<file path="config.mk">
export PLATFORM = sky130hd
export DESIGN_NAME = pulse_measure_ctrl
export DESIGN_NICKNAME = d
export VERILOG_FILES = /design/src/rtl/pulse_meter_pkg.sv /design/src/rtl/sync_edge_det.sv /design/src/rtl/pulse_measure_ctrl.sv
export SDC_FILE = /design/constraint.sdc
export NUM_CORES = 1
export LEC_CHECK = 0
export BUFFER_PORTS_ARGS = -buffer_cell sky130_fd_sc_hd__buf_2
export CORE_AREA = 4 4 68 70
export CTS_BUF_LIST = sky130_fd_sc_hd__clkbuf_4 sky130_fd_sc_hd__clkbuf_8
export CTS_CLUSTER_DIAMETER = 100
export DETAILED_ROUTE_END_ITERATION = 8
export DIE_AREA = 0 0 72 74
export PLACE_DENSITY = 0.74
export SLEW_MARGIN = 10
export SYNTH_ARGS = -nofsm -noshare
export SYNTH_HDL_FRONTEND = slang
export SYNTH_SLANG_ARGS = --single-unit
</file>
<file path="constraint.sdc">
create_clock -name i_Clk -period 2 [get_ports i_Clk]
set_input_delay 0.3 -clock i_Clk [delete_from_list [all_inputs] [get_ports i_Clk]]
set_output_delay 0.3 -clock i_Clk [all_outputs]
set_load 0.02 [all_outputs]
</file>
<file path="src/rtl/pulse_meter_pkg.sv">
// Shared definitions for the pulse propagation measurement block:
// sequencer state encoding, default parameter values and the timeout code.
package pulse_meter_pkg;

   // Sequencer states, 3-bit encoding.
   typedef enum logic [2:0] {
      IDLE = 3'd0,
      ARM  = 3'd1,
      FIRE = 3'd2,
      WAIT = 3'd3,
      DONE = 3'd4
   } state_e;

   localparam int DEF_CNT_W   = 16;
   localparam int DEF_PULSE_W = 4;
   localparam int DEF_QUIET   = 8;
   localparam int DEF_TIMEOUT = 50000;

   // Count value reported when no echo arrives (all ones at the default width).
   localparam logic [DEF_CNT_W-1:0] TIMEOUT_CODE = '1;

endpackage

</file>
<file path="src/rtl/sync_edge_det.sv">
// Two-flop synchronizer followed by a history flop for rising-edge detection.
// level_o is the synchronized level; rise_o is a one-cycle strobe on its 0->1 edge.
module sync_edge_det #(
   parameter logic RST_VAL = 1'b0
) (
   input  logic clk_i,
   input  logic rst_n_i,
   input  logic d_i,
   output logic level_o,
   output logic rise_o
);

   logic meta_q;
   logic sync_q;
   logic hist_q;

   // Synchronizer chain plus one extra stage of history for the edge detector.
   always_ff @(posedge clk_i) begin
      if (!rst_n_i) begin
         meta_q <= RST_VAL;
         sync_q <= RST_VAL;
         hist_q <= RST_VAL;
      end else begin
         meta_q <= d_i;
         sync_q <= meta_q;
         hist_q <= sync_q;
      end
   end

   assign level_o = sync_q;
   assign rise_o  = sync_q & ~hist_q;

endmodule

</file>
<file path="src/rtl/pulse_measure_ctrl.sv">
// Pulse propagation measurement sequencer.
// A rising edge on i_Start (in IDLE only) arms the block; once the echo line has
// been quiet for QUIET cycles a PULSE_W-cycle test pulse fires and a counter runs
// from 0 until the synchronized echo rising edge or TIMEOUT-1.
// Output qualification: o_Done is a single-cycle strobe marking the end of a
// measurement; o_Valid / o_Timeout / o_Count are registered, already correct in
// the o_Done cycle, and hold until the next accepted start. There is no
// back-pressure: the consumer must sample on o_Done.
// The FSM state is held in state_q for observation.
module pulse_measure_ctrl
   import pulse_meter_pkg::*;
#(
   parameter int CNT_W   = DEF_CNT_W,
   parameter int PULSE_W = DEF_PULSE_W,
   parameter int QUIET   = DEF_QUIET,
   parameter int TIMEOUT = DEF_TIMEOUT
) (
   input  logic             i_Clk,
   input  logic             i_Rst_n,
   input  logic             i_Start,
   input  logic             i_Echo,
   output logic             o_Pulse,
   output logic             o_Busy,
   output logic             o_Done,
   output logic             o_Valid,
   output logic             o_Timeout,
   output logic [CNT_W-1:0] o_Count
);

   localparam int QW = $clog2(QUIET + 1);

   localparam logic [QW-1:0]    QUIET_LAST  = QW'(QUIET - 1);
   localparam logic [CNT_W-1:0] PULSE_LAST  = CNT_W'(PULSE_W - 1);
   localparam logic [CNT_W-1:0] CNT_LAST    = CNT_W'(TIMEOUT - 1);
   localparam logic [CNT_W-1:0] CNT_TIMEOUT = {CNT_W{1'b1}};

   state_e           state_q,   state_d;
   logic [CNT_W-1:0] cnt_q,     cnt_d;
   logic [QW-1:0]    quiet_q,   quiet_d;
   logic             pulse_q,   pulse_d;
   logic             valid_q,   valid_d;
   logic             timeout_q, timeout_d;
   logic [CNT_W-1:0] count_q,   count_d;
   logic             start_q;

   logic echo_s;
   logic echo_rise;
   logic start_evt;

   sync_edge_det #(
      .RST_VAL (1'b0)
   ) u_echo_sync (
      .clk_i   (i_Clk),
      .rst_n_i (i_Rst_n),
      .d_i     (i_Echo),
      .level_o (echo_s),
      .rise_o  (echo_rise)
   );

   // The start history resets high so a level held through reset is not an edge.
   assign start_evt = i_Start & ~start_q;

   // State, counters and result registers.
   always_ff @(posedge i_Clk) begin
      if (!i_Rst_n) begin
         state_q   <= IDLE;
         cnt_q     <= '0;
         quiet_q   <= '0;
         pulse_q   <= 1'b0;
         valid_q   <= 1'b0;
         timeout_q <= 1'b0;
         count_q   <= '0;
         start_q   <= 1'b1;
      end else begin
         state_q   <= state_d;
         cnt_q     <= cnt_d;
         quiet_q   <= quiet_d;
         pulse_q   <= pulse_d;
         valid_q   <= valid_d;
         timeout_q <= timeout_d;
         count_q   <= count_d;
         start_q   <= i_Start;
      end
   end

   // Next-state and result logic; cnt_q is the wait counter in ARM and the
   // propagation counter in FIRE/WAIT.
   always_comb begin
      state_d   = state_q;
      cnt_d     = cnt_q;
      quiet_d   = quiet_q;
      valid_d   = valid_q;
      timeout_d = timeout_q;
      count_d   = count_q;
      case (state_q)
         IDLE: begin
            if (start_evt) begin
               state_d   = ARM;
               valid_d   = 1'b0;
               timeout_d = 1'b0;
               cnt_d     = '0;
               quiet_d   = '0;
            end
         end
         ARM: begin
            cnt_d   = cnt_q + CNT_W'(1);
            quiet_d = echo_s ? '0 : quiet_q + QW'(1);
            if (!echo_s && (quiet_q == QUIET_LAST)) begin
               state_d = FIRE;
               cnt_d   = '0;
               quiet_d = '0;
            end else if (cnt_q == CNT_LAST) begin
               state_d   = DONE;
               count_d   = CNT_TIMEOUT;
               timeout_d = 1'b1;
            end
         end
         FIRE: begin
            cnt_d = cnt_q + CNT_W'(1);
            if (echo_rise) begin
               state_d = DONE;
               count_d = cnt_q;
               valid_d = 1'b1;
            end else if (cnt_q == PULSE_LAST) begin
               state_d = WAIT;
            end
         end
         WAIT: begin
            cnt_d = cnt_q + CNT_W'(1);
            if (echo_rise) begin
               state_d = DONE;
               count_d = cnt_q;
               valid_d = 1'b1;
            end else if (cnt_q == CNT_LAST) begin
               state_d   = DONE;
               count_d   = CNT_TIMEOUT;
               timeout_d = 1'b1;
            end
         end
         DONE: begin
            state_d = IDLE;
         end
         default: begin
            state_d = IDLE;
         end
      endcase
      // Pulse is high exactly while the next state is FIRE, so it rises on the
      // FIRE entry edge and drops on the edge that leaves FIRE.
      pulse_d = (state_d == FIRE);
   end

   assign o_Pulse   = pulse_q;
   assign o_Busy    = (state_q != IDLE);
   assign o_Done    = (state_q == DONE);
   assign o_Valid   = valid_q;
   assign o_Timeout = timeout_q;
   assign o_Count   = count_q;

endmodule

</file>
==> out/metrics.cfg <==
[run_status]
status = finished, final reports clean

[floorplanning]
num_io_pins = 25
dieWidth_um = 72
start_util_pct = 53.4
dieArea_mm2 = 0.00533
core_area_mm2 = 0.00397
die_y_um = 74
rows = 23

[power]
switching_power_uw = 383
p_leak_nw = 0.931
power_density_mw_per_mm2 = 662
finalPower_mw = 1.59
p_seq_share_pct = 58.6
clkPwrFrac_pct = 35.8
p_int_mw = 1.20
ir_worst_vdd_mv = 0.356
combPwrFrac_pct = 5.6
p_sw_share_pct = 24.1

[timing]
skew_ns = 0.00577
fmax_mhz = 548
report.final.slew_viol_count = 0
setup_violations = 0
min_period_ns = 1.82
hold_viol_final = 0
rsz0062_at_grt = no
finalCritPeriodShare_pct = 91.2
tightest_slew_ns = 0.527
tns_ns = 0
relSlewSlack_pct = 64.8

[global_routing]
overflow = 0
grt_pass1_wl_mm = 7.87
antenna_found_initial = 0
track_usage_pct = 18.6
grt_pass1_vias = 1636
grt_max_degree = 18

[layout]
drive_above_1_share_pct = 22.2
area_delta_synth_final_pct = 13.0
fin_nets = 253
seqCellArea_um2 = 921
n_fill_cell = 352
antennaDiodeCount = 0
multi_input_area_mm2 = 0.00109

[cts]
cts_tree = built
h-tree-depth = 2
clkSlewWorstSetupHoldPaths_ns = 0.09
clkSinkCount = 46
cts_buffer_depth = 2
cts_hold_buf = 0
cts_buffers = 5
postCtsSetupBuffers = 0
clock-root-buffer = clkbuf_8
cts_resized = 0
clkLatencyLatePin_ns = 0.29

[setup_path]
cp_max_fo = 9
r2r_cells = 4
startpoint_type = register
rr_startpoint = cnt_q[4]
r2r-end = cnt_q[15]
end_kind = register
path_class = reg -> reg
r2r_setup_slack_ns = 0.18
cp.arrival_ns = 2.06
required_ns = 2.23

[yosys]
synth_common_cells = dfxtp_1, a21oi_1, o221a_1
synth_area_mm2 = 0.00212
synthCells = 218
synthFlopType = dfxtp_1
synth_edf_count = 0
synthArstFlopShare_pct = 0
ys_warn_count = 0
syn_area_per_cell_um2 = 9.73
yosys.area.top_type = dfxtp_1
yosysMostFrequentCell = dfxtp_1
ys_ff_latch = 46
syn-num-nets = 224
seq_area_frac_synth_pct = 43.4
synth.area.top_cells = dfxtp_1, o221a_1, o31ai_1
synth_top_area_share_pct = 43.4
yosysUniqueCellTypes = 50

[routing]
wl_per_cell_um = 15.7
vias_per_cell = 6.08
drt_iter0_markers = 98
drtPass1Iterations = 4
drc_errors = 0
wirelength_mm = 4.67
ant_nets = 0
vias = 1813

[placement]
hpwl_mm = 3.39
gp_congestion = 0.855
io_buffers = 24

[run]
maxCapViolCount = 0

[worst_hold_path]
min_to = u_echo_sync.meta_q
hp-class = in -> reg
holdPathStages = 2
min_from = i_Echo

-- cells in the final DEF (no fill, tap or decap), types with 3 or more instances in the layout --
| master | netlist | final |
|---|---|---|
| nand2_1 | 8 | 8 |
| a21boi_1 | 3 | 3 |
| or4_1 | 10 | 10 |
| clkbuf_8 | 0 | 5 |
| o31ai_1 | 11 | 11 |
| nor2_1 | 9 | 9 |
| o21ai_0 | 7 | 7 |
| xnor2_1 | 3 | 3 |
| a211oi_1 | 5 | 5 |
| and4_1 | 4 | 4 |
| a21oi_1 | 16 | 16 |
| buf_4 | 1 | 12 |
| nand3_1 | 11 | 11 |
| buf_2 | 1 | 24 |
| inv_1 | 6 | 6 |
| o221a_1 | 16 | 16 |
| nand2b_1 | 4 | 4 |
| and2_1 | 5 | 5 |
| dfxtp_1 | 46 | 46 |
| or3_1 | 4 | 4 |
-- power by group through the flow --
| stage | logic [mW] | clock network, mW | registers (mW) |
|---|---|---|---|
| after detailed placement | 0.0876 | 0 | 0.951 |
| after floorplan | 0.0578 | 0 | 0.953 |
| after global placement | 0.0869 | 0 | 0.951 |
| after CTS | 0.0881 | 0.575 | 0.930 |
| after global routing | 0.0984 | 0.610 | 0.931 |
| final | 0.0883 | 0.568 | 0.930 |
-- area by class of cell --
type | count | share of cell area [%]
clock buffer | 5 | 2.87
clock inverter | 3 | 0.887
inverter | 6 | 0.939
multi-input combinational | 152 | 45.5
sequential | 46 | 38.4
tap | 50 | 2.61
timing repair buffer | 36 | 8.77
-- stage by stage --
step                      setup WS, ns  std cells  hold slack [ns]  instance area, um2  util, %
after floorplan                  0.192        218            0.401                2120        -
after global placement           0.212        290            0.414                2310     58.1
after detailed placement         0.201        290            0.427                2310     58.1
after CTS                        0.179        298            0.208                2400     60.4
after global routing            0.0637        298            0.216                2400     60.4
final                            0.176        298            0.206                2400     60.4
-- worst max-delay path, cell delays in order (launching register included) --
cell and delay (ns):
dfxtp_1 0.51, and3_1 0.23, or3b_4 0.41, or4_1 0.47, a21oi_1 0.14
-- registers in the layout, indices dropped and copies added, names as in the netlist, 3 cells and up --
name     cells
cnt_q       16
o_Count     16
quiet_q      4
state_q      3
-- worst max path at each step --
| stage | endpoint | slack (ns) | depth (start not counted) | from |
|---|---|---|---|---|
| finish | cnt_q[15] | 0.18 | 4 | cnt_q[4] |
| global route | o_Count[3] | 0.06 | 6 | quiet_q[0] |
| CTS | cnt_q[15] | 0.18 | 4 | cnt_q[4] |
| detailed placement | cnt_q[15] | 0.20 | 4 | cnt_q[4] |
| global placement | cnt_q[15] | 0.21 | 4 | cnt_q[4] |
| floorplan | o_Count[10] | 0.19 | 6 | cnt_q[0] |
-- layer usage --
metal / part of all wire [%] / global-route usage, % / vias to the layer above
met2: 43 / 28.6 / 60
met3: 6.0 / 4.59 / 2
met4: 0.51 / 4.38 / 0
li1: - / - / 906
met1: 50 / 26.3 / 845
met5: 0 / 0 / -
-- logic make-up after synthesis --
kind of cell               synth area share [%]
and+or+nand+nor                            23.0
buffers and inverters                      5.19
xor gates and xnor gates                   1.24
DFF                                        43.4
AOI/OAI and AO/OA                          26.0
adders and majority gates                  1.18
Power figures use the tool's default switching activity.
